### config.mk
export PLATFORM = sky130hd
export DESIGN_NAME = clk_div_ctrl
export DESIGN_NICKNAME = d
export VERILOG_FILES = /design/src/rtl/clk_div_pkg.sv /design/src/rtl/clk_div_core.sv /design/src/rtl/clk_div_ctrl.sv
export SDC_FILE = /design/constraint.sdc
export NUM_CORES = 1
export LEC_CHECK = 0
export ABC_CLOCK_PERIOD_IN_PS = 4900
export BUFFER_PORTS_ARGS = -buffer_cell sky130_fd_sc_hd__buf_2
export CAP_MARGIN = 5
export CORE_MARGIN = 1
export CORE_UTILIZATION = 54
export CTS_CLUSTER_DIAMETER = 150
export CTS_CLUSTER_SIZE = 30
export DETAILED_ROUTE_END_ITERATION = 6
export PLACE_DENSITY = 0.83
export SLEW_MARGIN = 20
export SYNTH_ARGS = -nofsm -noshare
export SYNTH_HDL_FRONTEND = slang
export SYNTH_SLANG_ARGS = --single-unit
### constraint.sdc
create_clock -name clk -period 4.9 [get_ports clk]
set_input_delay 0.98 -clock clk [delete_from_list [all_inputs] [get_ports clk]]
set_output_delay 0.98 -clock clk [all_outputs]
set_load 0.005 [all_outputs]
### src/rtl/clk_div_pkg.sv
// Shared types and helpers for the run-time programmable clock divider.
package clk_div_pkg;

  typedef enum logic [0:0] {IDLE, RUN} ctrl_state_t;

  localparam int unsigned DIV_MIN = 2;

  // High-phase length of a period; odd divisors get the extra cycle high.
  function automatic int unsigned hi_len(input int unsigned div);
    return div - div / 2;
  endfunction

endpackage

### src/rtl/clk_div_core.sv
// Period counter plus registered clk_out and tick generation for clk_div_ctrl.
module clk_div_core
  import clk_div_pkg::*;
#(
  parameter int unsigned DIV_W = 8
) (
  input  logic             clk,
  input  logic             reset,
  input  logic             run,
  input  logic             run_nxt,
  input  logic [DIV_W-1:0] div,
  input  logic [DIV_W-1:0] div_nxt,
  output logic             boundary,
  output logic             tick,
  output logic             clk_out
);

  logic [DIV_W-1:0] cnt_q, cnt_d;
  logic             clk_out_q, clk_out_d;

  assign boundary = run && (cnt_q == div - DIV_W'(1));
  assign tick     = boundary;
  assign clk_out  = clk_out_q;

  // clk_out is registered from next-cycle state so it follows cnt with no lag.
  always_comb begin
    cnt_d = '0;
    if (run_nxt && run && !boundary) begin
      cnt_d = cnt_q + DIV_W'(1);
    end
    clk_out_d = run_nxt && (32'(cnt_d) < hi_len(32'(div_nxt)));
  end

  always_ff @(posedge clk) begin
    if (reset) begin
      cnt_q     <= '0;
      clk_out_q <= 1'b0;
    end else begin
      cnt_q     <= cnt_d;
      clk_out_q <= clk_out_d;
    end
  end

endmodule

### src/rtl/clk_div_ctrl.sv
// Glitch-free programmable clock divider controller: FSM, config handshake, pending divisor.
// Optional completed-period counter on tick_cnt when CLK_DIV_CTRL_TICK_CNT_EN is defined.
module clk_div_ctrl
  import clk_div_pkg::*;
#(
  parameter int unsigned DIV_W   = 8,
  parameter int unsigned DEF_DIV = 6
`ifdef CLK_DIV_CTRL_TICK_CNT_EN
  ,
  parameter int unsigned CNT_W   = 16
`endif
) (
  input  logic             clk,
  input  logic             reset,
  input  logic             en,
  input  logic             cfg_valid,
  input  logic [DIV_W-1:0] cfg_div,
  output logic             cfg_ready,
  output logic             cfg_err,
  output logic             clk_out,
  output logic             tick,
  output logic             busy
`ifdef CLK_DIV_CTRL_TICK_CNT_EN
  ,
  output logic [CNT_W-1:0] tick_cnt
`endif
);

  ctrl_state_t      state_q, state_d;
  logic [DIV_W-1:0] cur_div_q, cur_div_d;
  logic [DIV_W-1:0] pnd_div_q, pnd_div_d;
  logic             pend_q, pend_d;
  logic             cfg_err_q, cfg_err_d;
  logic             boundary;
  logic             accept;
  logic             div_ok;

  assign cfg_ready = !pend_q;
  assign cfg_err   = cfg_err_q;
  assign accept    = cfg_valid && cfg_ready;
  assign div_ok    = cfg_div >= DIV_W'(DIV_MIN);

  always_ff @(posedge clk) begin
    if (reset) begin
      state_q <= IDLE;
    end else begin
      state_q <= state_d;
    end
  end

  // en is only looked at in IDLE or in the boundary cycle of a period.
  always_comb begin
    state_d = state_q;
    unique case (state_q)
      IDLE: if (en) state_d = RUN;
      RUN:  if (boundary && !en) state_d = IDLE;
      default: state_d = IDLE;
    endcase
  end

  always_comb begin
    busy = (state_q == RUN);
  end

  // A request landing on the boundary takes effect immediately, so pend never sees it.
  always_comb begin
    cur_div_d = cur_div_q;
    pnd_div_d = pnd_div_q;
    pend_d    = pend_q;
    cfg_err_d = accept && !div_ok;
    if (boundary && pend_q) begin
      cur_div_d = pnd_div_q;
      pend_d    = 1'b0;
    end
    if (accept && div_ok) begin
      if (state_q == IDLE || boundary) begin
        cur_div_d = cfg_div;
      end else begin
        pnd_div_d = cfg_div;
        pend_d    = 1'b1;
      end
    end
  end

  always_ff @(posedge clk) begin
    if (reset) begin
      cur_div_q <= DIV_W'(DEF_DIV);
      pnd_div_q <= '0;
      pend_q    <= 1'b0;
      cfg_err_q <= 1'b0;
    end else begin
      cur_div_q <= cur_div_d;
      pnd_div_q <= pnd_div_d;
      pend_q    <= pend_d;
      cfg_err_q <= cfg_err_d;
    end
  end

  clk_div_core #(
    .DIV_W (DIV_W)
  ) u_core (
    .clk      (clk),
    .reset    (reset),
    .run      (state_q == RUN),
    .run_nxt  (state_d == RUN),
    .div      (cur_div_q),
    .div_nxt  (cur_div_d),
    .boundary (boundary),
    .tick     (tick),
    .clk_out  (clk_out)
  );

`ifdef CLK_DIV_CTRL_TICK_CNT_EN
  logic [CNT_W-1:0] tick_cnt_q;

  always_ff @(posedge clk) begin
    if (reset) begin
      tick_cnt_q <= '0;
    end else if (tick) begin
      tick_cnt_q <= tick_cnt_q + CNT_W'(1);
    end
  end

  assign tick_cnt = tick_cnt_q;
`endif

endmodule
# After elaboration in Yosys (flattened, before gate mapping)
# Index checks and enable logic that the tools add are counted.
classes:
  add_sub_neg: 3
  magnitude_cmp: 2
  eq_ne: 1
  mux: 10
  bitwise_logic: 2
  reduce_logical: 15
op_table:
  columns: ["op", "n"]
  rows:
  - ["$lt A8 B32 Y1", 1]
  - ["$mux W8", 4]
  - ["$logic_and A1 B1 Y1", 9]
  - ["$sub A8 B7 Y9", 1]
  - ["$add A8 B1 Y8 const B", 1]
  - ["$eq A8 B8 Y1", 1]
  - ["$ge A8 B2 Y1 const B", 1]
  - ["$sub A8 B1 Y8 const B", 1]
  - ["$mux W1", 5]
  - ["$logic_not A1 Y1", 4]
  - ["$not A1 Y1", 2]
  - ["$pmux W1 S2", 1]
  - ["$reduce_and A2 Y1", 1]
  - ["$logic_or A1 B1 Y1", 1]
word_totals:
  register_bits: 28
  input_bits: 12
  out_inout_bits: 5
  wordCells: 40

# Longest topological paths before layout
# Gate-level depths: netlist of the first run.
logic_depth:
  depth_word: 11
  depth_mapped: 23
  ltp_nobuf: 23

# Cells and area by module
# Synthesis of the first run repeated with hierarchy kept, for this count alone.
hier_totals:
  hier_cells: 241
  area_unflattened_um2: 2193.4
modules_own_cells:
  columns: ["module", "instances", "cells_per_inst", "area_each_um2"]
  rows:
  - ["clk_div_core", 1, 140, 1147.4]
  - ["clk_div_ctrl", 1, 101, 1046.0]

# Least setup slack after synthesis of the first run
# No wires, ideal clock.
synth_path:
  path_type: "register to register"
  from: "register cur_div_q[0]"
  to: "register u_core.clk_out_q, in the netlist u_core.clk_out"
  arrival_ps: 4629
  t_required_ps: 4830
  setup_slack_ps: 201
  stages_incl_launch_ff: 24
  path_buffers: 0
  period_less_slack_ps: 4699
  cell_sequence: "dfxtp_1 > inv_1 > ha_1 > or3b_1 > nor3_2 > xnor2_1 > o41ai_4 > nand4_4 > o211a_1 > nor2_1 > ha_1 > inv_1 > fa_1 > a21oi_1 > nor2_1 > nor2_1 > o21bai_1 > a21oi_1 > xor2_1 > ha_1 > nand4_1 > a21oi_1 > a221o_1 > a21boi_1"
synth_via:
  elab_cells_between_ends: 18
  classes_between: "2 x add/sub; 1 x order compare; 1 x eq/ne; 6 x mux; 8 x reduce/logical"
synth_lines:
  columns: ["item", "line_no", "rtl"]
  rows:
  - ["start, declared", "clk_div_ctrl.sv:30", "logic [DIV_W-1:0] cur_div_q, cur_div_d;"]
  - ["start signal, assigned", "clk_div_ctrl.sv:87", "cur_div_q <= DIV_W'(DEF_DIV);"]
  - ["start signal, assigned", "clk_div_ctrl.sv:92", "cur_div_q <= cur_div_d;"]
  - ["$sub A8 B1 Y8 *", "clk_div_core.sv:21", "assign boundary = run && (cnt_q == div - DIV_W'(1));"]
  - ["$eq A8 B8 Y1 *", "clk_div_core.sv:21", null]
  - ["$logic_and A1 B1 Y1 *", "clk_div_core.sv:21", null]
  - ["$logic_and A1 B1 Y1", "clk_div_ctrl.sv:71", "if (boundary && pend_q) begin"]
  - ["$mux W8", "clk_div_ctrl.sv:71", null]
  - ["$mux W8", "clk_div_ctrl.sv:76", "if (state_q == IDLE || boundary) begin"]
  - ["$mux W8 *", "clk_div_ctrl.sv:75", "if (accept && div_ok) begin"]
  - ["named net cur_div_d[1]", "clk_div_ctrl.sv:30", null]
  - ["$sub A8 B7 Y9 *", "clk_div_pkg.sv:10", "return div - div / 2;"]
  - ["$lt A8 B32 Y1 *", "clk_div_core.sv:31", "clk_out_d = run_nxt && (32'(cnt_d) < hi_len(32'(div_nxt)));"]
  - ["$logic_and A1 B1 Y1 *", "clk_div_core.sv:31", null]
  - ["end signal, assigned", "clk_div_core.sv:40", "clk_out_q <= clk_out_d;"]
  - ["end, declared", "clk_div_core.sv:19", "logic clk_out_q, clk_out_d;"]
# Mark *: on every way through the listed nets, which the timed path passes. The rest lies on a longest branch.
# A chain may end at the register's enable or synchronous reset.

# Worst setup path after layout of the first run
layout_path:
  from: "register cur_div_q[1]"
  to: "register u_core.clk_out_q, in the netlist u_core.clk_out"
layout_via:
  elab_cells_between_ends: 18
  classes_between: "2 x add/sub; 1 x order compare; 1 x eq/ne; 6 x mux; 8 x reduce/logical"
layout_lines:
  columns: ["item", "line_no"]
  rows:
  - ["$sub A8 B1 Y8", "clk_div_core.sv:21"]
  - ["$eq A8 B8 Y1", "clk_div_core.sv:21"]
  - ["$logic_and A1 B1 Y1", "clk_div_core.sv:21"]
  - ["$logic_and A1 B1 Y1", "clk_div_ctrl.sv:71"]
  - ["$mux W8", "clk_div_ctrl.sv:71"]
  - ["$mux W8", "clk_div_ctrl.sv:76"]
  - ["$mux W8 *", "clk_div_ctrl.sv:75"]
  - ["named net cur_div_d[1]", "clk_div_ctrl.sv:30"]
  - ["$sub A8 B7 Y9 *", "clk_div_pkg.sv:10"]
  - ["$lt A8 B32 Y1 *", "clk_div_core.sv:31"]
  - ["$logic_and A1 B1 Y1 *", "clk_div_core.sv:31"]
# Marks and branches as above.

==> results of run 1 <==
-- critical path: stages (launching register included) --
cell,delay (ns)
dfxtp_2,0.36
inv_1,0.09
ha_2,0.19
or3b_4,0.40
nor3_4,0.21
xnor2_2,0.15
o41ai_4,0.43
nand4_4,0.23
o211a_1,0.25
nor2_4,0.14
ha_1,0.20
inv_1,0.07
fa_2,0.54
inv_1,0.05
ha_1,0.28
a2111oi_0,0.40
o21ai_0,0.18
a221o_1,0.37
a21boi_1,0.13
-- cell usage after synthesis, types with 4 or more instances --
cell type and count:
mux2_2 7, nor4_1 4, dfxtp_1 28, inv_1 20
a21oi_1 7, nor3_1 12, xnor2_1 11, nor2_1 27
xor2_1 8, ha_1 18, nand3_1 6, nand2b_1 7
o21ai_0 5, nand2_1 4, mux2i_1 14, clkbuf_1 4
-- layer usage --
layer,track usage,part of all wire,wire [um],up-vias
li1,-,-,-,821
met1,0.309,0.46,2120,815
met2,0.394,0.49,2280,49
met3,0.0404,0.037,173,8
met4,0.0610,0.014,63,0
met5,0,0,0,-
-- state kept, by name (all words and copies together), names as in the netlist, named ones only --
name	cells
busy	1
cfg_err	1
cur_div_q	8
pnd_div_q	8
u_core.clk_out	1
u_core.cnt_q	8
-- worst max path at each step --
stage | endpoint | slack (ns)
floorplan | u_core.clk_out$_SDFF_PP0_ | 0.20
global placement | u_core.clk_out$_SDFF_PP0_ | 0.11
detailed placement | u_core.clk_out$_SDFF_PP0_ | -0.03
CTS | u_core.clk_out$_SDFF_PP0_ | 0.006
global route | u_core.clk_out$_SDFF_PP0_ | -0.04
finish | u_core.clk_out$_SDFF_PP0_ | 0.14
-- where the power goes --
part           switching, uW  total (uW)  internal (uW)
clock                   72.9         156           82.8
sequential              12.1         250            238
combinational            117         216           99.3
total                    202         622            420
-- logic make-up (layout without fill, tap and decap cells) --
group | Yosys count | in the layout
simple gates | 78 | 78
flops | 28 | 28
compound gates | 27 | 27
buf+inv | 26 | 54
mux | 22 | 22
fa+ha+maj | 19 | 19
xor+xnor | 19 | 19
-- cell type report --
type / instances / area, um2 / area share
multi-input cells: 165 / 1400 / 0.598
flip-flops and latches: 28 / 566 / 0.242
repair buffers: 30 / 189 / 0.0809
inverters: 20 / 75.1 / 0.0322
well taps: 46 / 57.6 / 0.0247
clock inverters: 1 / 30.0 / 0.0129
clock buffers: 3 / 22.5 / 0.00965
-- through the flow --
step                      TNS [ns]  hold slack [ns]
after floorplan                  0            0.458
after global placement           0            0.473
after detailed placement   -0.0292            0.486
after CTS                        0            0.520
after global routing       -0.0358            0.546
final                            0            0.515
-- what timing repair did --
action / CTS / global route
pin swaps: 1 / 10
buffers inserted: 1 / 8
resized for setup: 4 / 22
hold buffers: 0 / 0
setup endpoints to repair: 1 / 1
==> metrics.md, run 1 <==
| Metric | Value |
|---|---|
| Status | `finished clean` |
| Cells on worst reg2reg path | `18` |
| Startpoint types | `flop` |
| Final wirelength | `4640 um` |
| Site Rows | `21` |
| Post-route design area | `0.00233 mm2` |
| Final Hold Viols | `0` |
| Most frequent cells in the layout | `26 x dfxtp_1, 25 x nor2_1, 20 x inv_1` |
| Synth area leaders | `dfxtp_1 29%, ha_1 12%, mux2i_1 7.2%` |
| Critical path required time | `5.17 ns` |
| Core ar. | `0.00339 mm2` |
| Placed cells | `280` |
| Pleak | `0.00107 uW` |
| Yosys reg bits | `28` |
| Max-cap violations | `0` |
| DP HPWL | `3210 um` |
| Post-synthesis area per instance | `8.92 um2` |
| Slew Viols, Final | `0` |
| CTS tree | `built` |
| DRT antenna net count | `0` |
| H-tree levels | `1` |
| WS Path Type | `flop to flop` |
| Min-delay src | `pnd_div_q[7]$_SDFFE_PP0P_` |
| Worst Setup End Kind | `flop` |
| Pwr Density | `266 mW/mm2` |
| Worst setup margin | `0.144 ns` |
| Commonest non-fill, non-tap cell in the layout | `dfxtp_1` |
| Placer congestion estimate | `0.850` |
| Fin crit share | `0.971` |
| Crit path time final | `4.76 ns` |
| Slew @ Worst Pin | `0.570 ns` |
| Clock Latency Late Sink | `0.34 ns` |
| Die Height | `62.1 um` |
| DR vias/cell | `5.78` |
| First-pass GRT wire length | `7230 um` |
| Yosys cell types | `45` |
| Synth area leader | `dfxtp_1` |
| Max_slew headroom | `0.620` |
| Drt pass-1 iters | `4` |
| Hold Path End | `pnd_div_q[7]$_SDFFE_PP0P_` |
| Tot GR Track Use | `0.234` |
| Syn nets | `250` |
| Die area | `0.00386 mm2` |
| Fin Clk Skew | `0.0165 ns` |
| RR Startpoint | `cur_div_q[1]$_SDFF_PP1_` |
| Setup violators final | `0` |
| Compound-Gate Fraction of Synth Area | `0.106` |
| Die Wd | `62.1 um` |
| Fmax | `0.210 GHz` |
| Ys async rst share | `0` |
| Iteration-0 DRC Markers | `111` |
| Post-synthesis adder-cell area fraction | `0.126` |
| Maximum VDD drop | `0.240 mV` |
| Mux share of post-synthesis cell area | `0.124` |
| Synth top area share | `0.287` |
| ANT cells | `0` |
| Simple-gate share of the synthesized area | `0.222` |
| Pwr Total | `622 uW` |
| Start point of the critical path | `cur_div_q[1]$_SDFF_PP1_` |
| Core Util, Final | `0.689` |
| Flop2flop setup slack | `0.14 ns` |
| CP max FO | `6` |
| Post-synth EDFFs | `0` |
| CTS buffer count | `3` |
| Root buf cell | `clkbuf_4` |
| GR Overflow Total | `0` |
| Num ports | `17` |
| Final nets | `279` |
| Hold depth | `2` |
| CTS sink cnt | `28` |
| Via Count | `1,693` |
| Dpl ws | `-0.0292 ns` |
| CP arrival | `5.03 ns` |
| Largest net degree at the start of global routing | `28` |
| DRC | `0` |
| Synth Area in XOR/XNOR | `0.0852` |
| Share of cells above drive strength 1 | `0.267` |
| Reg clk slew, reported paths | `0.17 ns` |
| Clock Tree Buf Depth | `2` |
| Main combinational cell family by area after synthesis | `simple AND/OR/NAND/NOR gates` |
| Per-cell routed wire length | `15.8 um` |
| Dpl cell area | `0.00210 mm2` |
| Layout Cells excl Fill | `293` |
| Post-synthesis sequential area ratio | `0.287` |
| Worst hold path class | `flop to flop` |
| PortBufs | `16` |
| Reg-to-reg critical path endpoint | `u_core.clk_out$_SDFF_PP0_` |
| Vias in the first global route | `1,558` |
| Post-Syn Instances | `219` |
| Post-Synthesis Cell Area | `0.00195 mm2` |
| Yosys Warn Count | `0` |
| Area growth, synth to finish | `19.5%` |
| Antenna violations before repair | `0` |
| # fillers | `255` |
| Primary FF master, synth | `dfxtp_1` |
| Initial core utilization | `0.576` |
Power figures use the tool's default switching activity.
==> run 2, diff against run 1 <==
ABC_AREA = 1   (was default)
==> run 2 against run 1 <==
Power is 6.4% higher. Synthesized cell count is 31% higher. Worst hold slack worse by 0.044 ns. Design area is 6.9% lower. Cell count is 18% higher. First-iteration DRC count is 3.6% higher. Sequential cell count stayed put. Core utilization is 5.7 points lower. Die area is 2.5% higher. Maximum frequency is 13% higher. Clock skew is 0.0083 ns lower. Critical path type unchanged.
==> metrics.md, run 2 <==
| Metric | Value |
|---|---|
| Num ports | `17` |
| Synth area leader | `dfxtp_1` |
| Placed cells | `342` |
| Commonest non-fill, non-tap cell in the layout | `nand2_1` |
| Site Rows | `21` |
| Fin crit share | `0.861` |
| CTS buffer count | `3` |
| Ys async rst share | `0` |
| Maximum VDD drop | `0.201 mV` |
| Antenna violations before repair | `0` |
| Mux share of post-synthesis cell area | `0` |
| Crit path time final | `4.22 ns` |
| DRT met1 WL | `1950 um` |
| Post_cts resized | `0` |
| Hold slack | `0.471 ns` |
| CP arrival | `4.43 ns` |
| Dpl cell area | `0.00210 mm2` |
| Pwr Density | `304 mW/mm2` |
| Core Util, Final | `0.631` |
| Yosys Warn Count | `0` |
| Area growth, synth to finish | `8.49%` |
| Post-synth EDFFs | `0` |
| WS Path Type | `flop to flop` |
| Tot GR Track Use | `0.246` |
| H-tree levels | `1` |
| CTS sink cnt | `28` |
| Unrepaired setup endpoints after global routing | `false` |
| Part of the power in combinational logic | `0.342` |
| Pleak | `0.00106 uW` |
| Yosys reg bits | `28` |
| Via Count | `1,799` |
| Placer congestion estimate | `0.859` |
| Slew @ Worst Pin | `0.440 ns` |
| Post-synthesis area per instance | `7.00 um2` |
| Met3 Wirelength | `208 um` |
| Yosys cell types | `33` |
| Internal power | `440 uW` |
| Max-cap violations | `0` |
| Net switching power | `222 uW` |
| Post-Synthesis Cell Area | `0.00200 mm2` |
| Uppermost layer routed | `met4` |
| PortBufs | `16` |
| Main combinational cell family by area after synthesis | `simple AND/OR/NAND/NOR gates` |
| Synth area leaders | `dfxtp_1 28%, nand2_1 12%, ha_1 11%` |
| Setup violators final | `0` |
| Post-route design area | `0.00217 mm2` |
| Compound-Gate Fraction of Synth Area | `0.132` |
| Simple-gate share of the synthesized area | `0.290` |
| Worst hold path class | `flop to flop` |
| Per-cell routed wire length | `12.8 um` |
| Fmax | `0.237 GHz` |
| Slew Viols, Final | `0` |
| Clock Tree Buf Depth | `2` |
| Largest registers | `cur_div_q (8), pnd_div_q (8), u_core.cnt_q (8)` |
| Syn nets | `317` |
| Layout Cells excl Fill | `346` |
| Post-synthesis sequential area ratio | `0.280` |
| Worst Setup End Kind | `flop` |
| Clock network fraction of total power | `0.278` |
| Final wirelength | `4450 um` |
| Final Hold Viols | `0` |
| Share of cells above drive strength 1 | `0.143` |
| Drt pass-1 iters | `4` |
| WL met2 | `2180 um` |
| Status | `finished clean` |
| First-pass GRT wire length | `7660 um` |
| Crit-path most repeated cell | `nand2_1` |
| Post-CTS Hold Buffers | `0` |
| DP HPWL | `3330 um` |
| Core ar. | `0.00344 mm2` |
| Primary FF master, synth | `dfxtp_1` |
| Die Wd | `62.9 um` |
| Post-synth top cells | `63 x nand2_1, 47 x inv_1, 28 x dfxtp_1, 25 x nor2_1` |
| ANT cells | `0` |
| Max_slew headroom | `0.705` |
| DRC | `0` |
| CTS tree | `built` |
| Sw frac | `0.335` |
| Reg clk slew, reported paths | `0.10 ns` |
| Clock Latency Late Sink | `0.28 ns` |
| Largest net degree at the start of global routing | `22` |
| Vias in the first global route | `1,728` |
| Synth Area in XOR/XNOR | `0.0650` |
| Post-CTS Setup Bufs | `0` |
| Fin Clk Skew | `0.00818 ns` |
| Critical path required time | `5.11 ns` |
| GR Overflow Total | `0` |
| Iteration-0 DRC Markers | `115` |
| Final nets | `332` |
| Post-Syn Instances | `286` |
| DRT antenna net count | `0` |
| CP max-delay cell | `dfxtp_1` |
| Reg power frac | `0.380` |
| DR vias/cell | `5.20` |
| Most common cell in the netlist | `nand2_1` |
| Sum Neg Setup Slack | `0 ns` |
| Root buf cell | `clkbuf_8` |
| Startpoint types | `flop` |
| Synth top area share | `0.280` |
| Most frequent cells in the layout | `63 x nand2_1, 47 x inv_1, 28 x dfxtp_1` |
| Post-synthesis adder-cell area fraction | `0.122` |
| Die area | `0.00396 mm2` |
| Die Height | `62.9 um` |
| CP max stage delay | `0.36 ns` |
| CP max FO | `12` |
| Initial core utilization | `0.582` |
## run 2: cell count changes in the layout (fill, tap and decap cells not counted), moves of 7 or more
cell / previous run / this run
a21oi_1: 5 / 18
nand2b_1: 7 / 0
mux2i_1: 10 / 0
buf_4: 13 / 0
nand2_1: 4 / 63
inv_1: 20 / 47
mux2_2: 7 / 0
## run 2: logic make-up after synthesis
logic type | after synthesis
fa+ha+maj | 19
buf+inv | 55
compound gates | 42
simple gates | 128
flops | 28
xor+xnor | 14
## run 2: worst paths after layout
check,start,to,slack (ns),depth (start not counted)
hold reg to reg,pnd_div_q[6]$_SDFFE_PP0P_,pnd_div_q[6]$_SDFFE_PP0P_,0.47,2
hold / removal,pnd_div_q[6]$_SDFFE_PP0P_,pnd_div_q[6]$_SDFFE_PP0P_,0.47,2
setup / recovery,cur_div_q[0]$_SDFF_PP0_,u_core.clk_out$_SDFF_PP0_,0.68,29
setup reg to reg,cur_div_q[0]$_SDFF_PP0_,u_core.clk_out$_SDFF_PP0_,0.68,29
## run 2: worst max-delay path, delay by kind of cell (launching register included)
kind	cells	cell delay (ns)
XOR/XNOR	1	0.16
AO/OA/AOI/OAI	7	1.05
adder cells (fa/ha/maj)	3	0.91
buffers and inverters	3	0.32
flip-flops	1	0.36
AND/OR/NAND/NOR	15	1.35
## run 2: power groups by stage
stage / combinational [uW] / clock, uW / sequential [uW]
after global placement: 215 / 0 / 256
final: 226 / 184 / 252
after CTS: 226 / 188 / 251
after global routing: 265 / 196 / 253
after detailed placement: 223 / 0 / 256
after floorplan: 179 / 0 / 254
## run 2: per-layer routing
metal,global-route usage,vias up
li1,-,933
met1,0.295,818
met2,0.430,40
met5,0,-
met3,0.0401,8
met4,0.102,0
## run 2: final cells by class
cell class	instances	area, um2
fill	303	1270
inverter	49	184
timing repair buffer	16	80.1
tap	46	57.6
sequential	28	561
clock inverter	1	30.0
clock buffer	3	41.3
multi-input combinational	203	1220
## run 2: per-stage QoR
step / power, uW / setup slack (ns)
floorplan: 432 / 0.980
global placement: 471 / 0.706
detailed placement: 479 / 0.573
CTS: 666 / 0.668
global route: 714 / 0.167
finish: 661 / 0.679
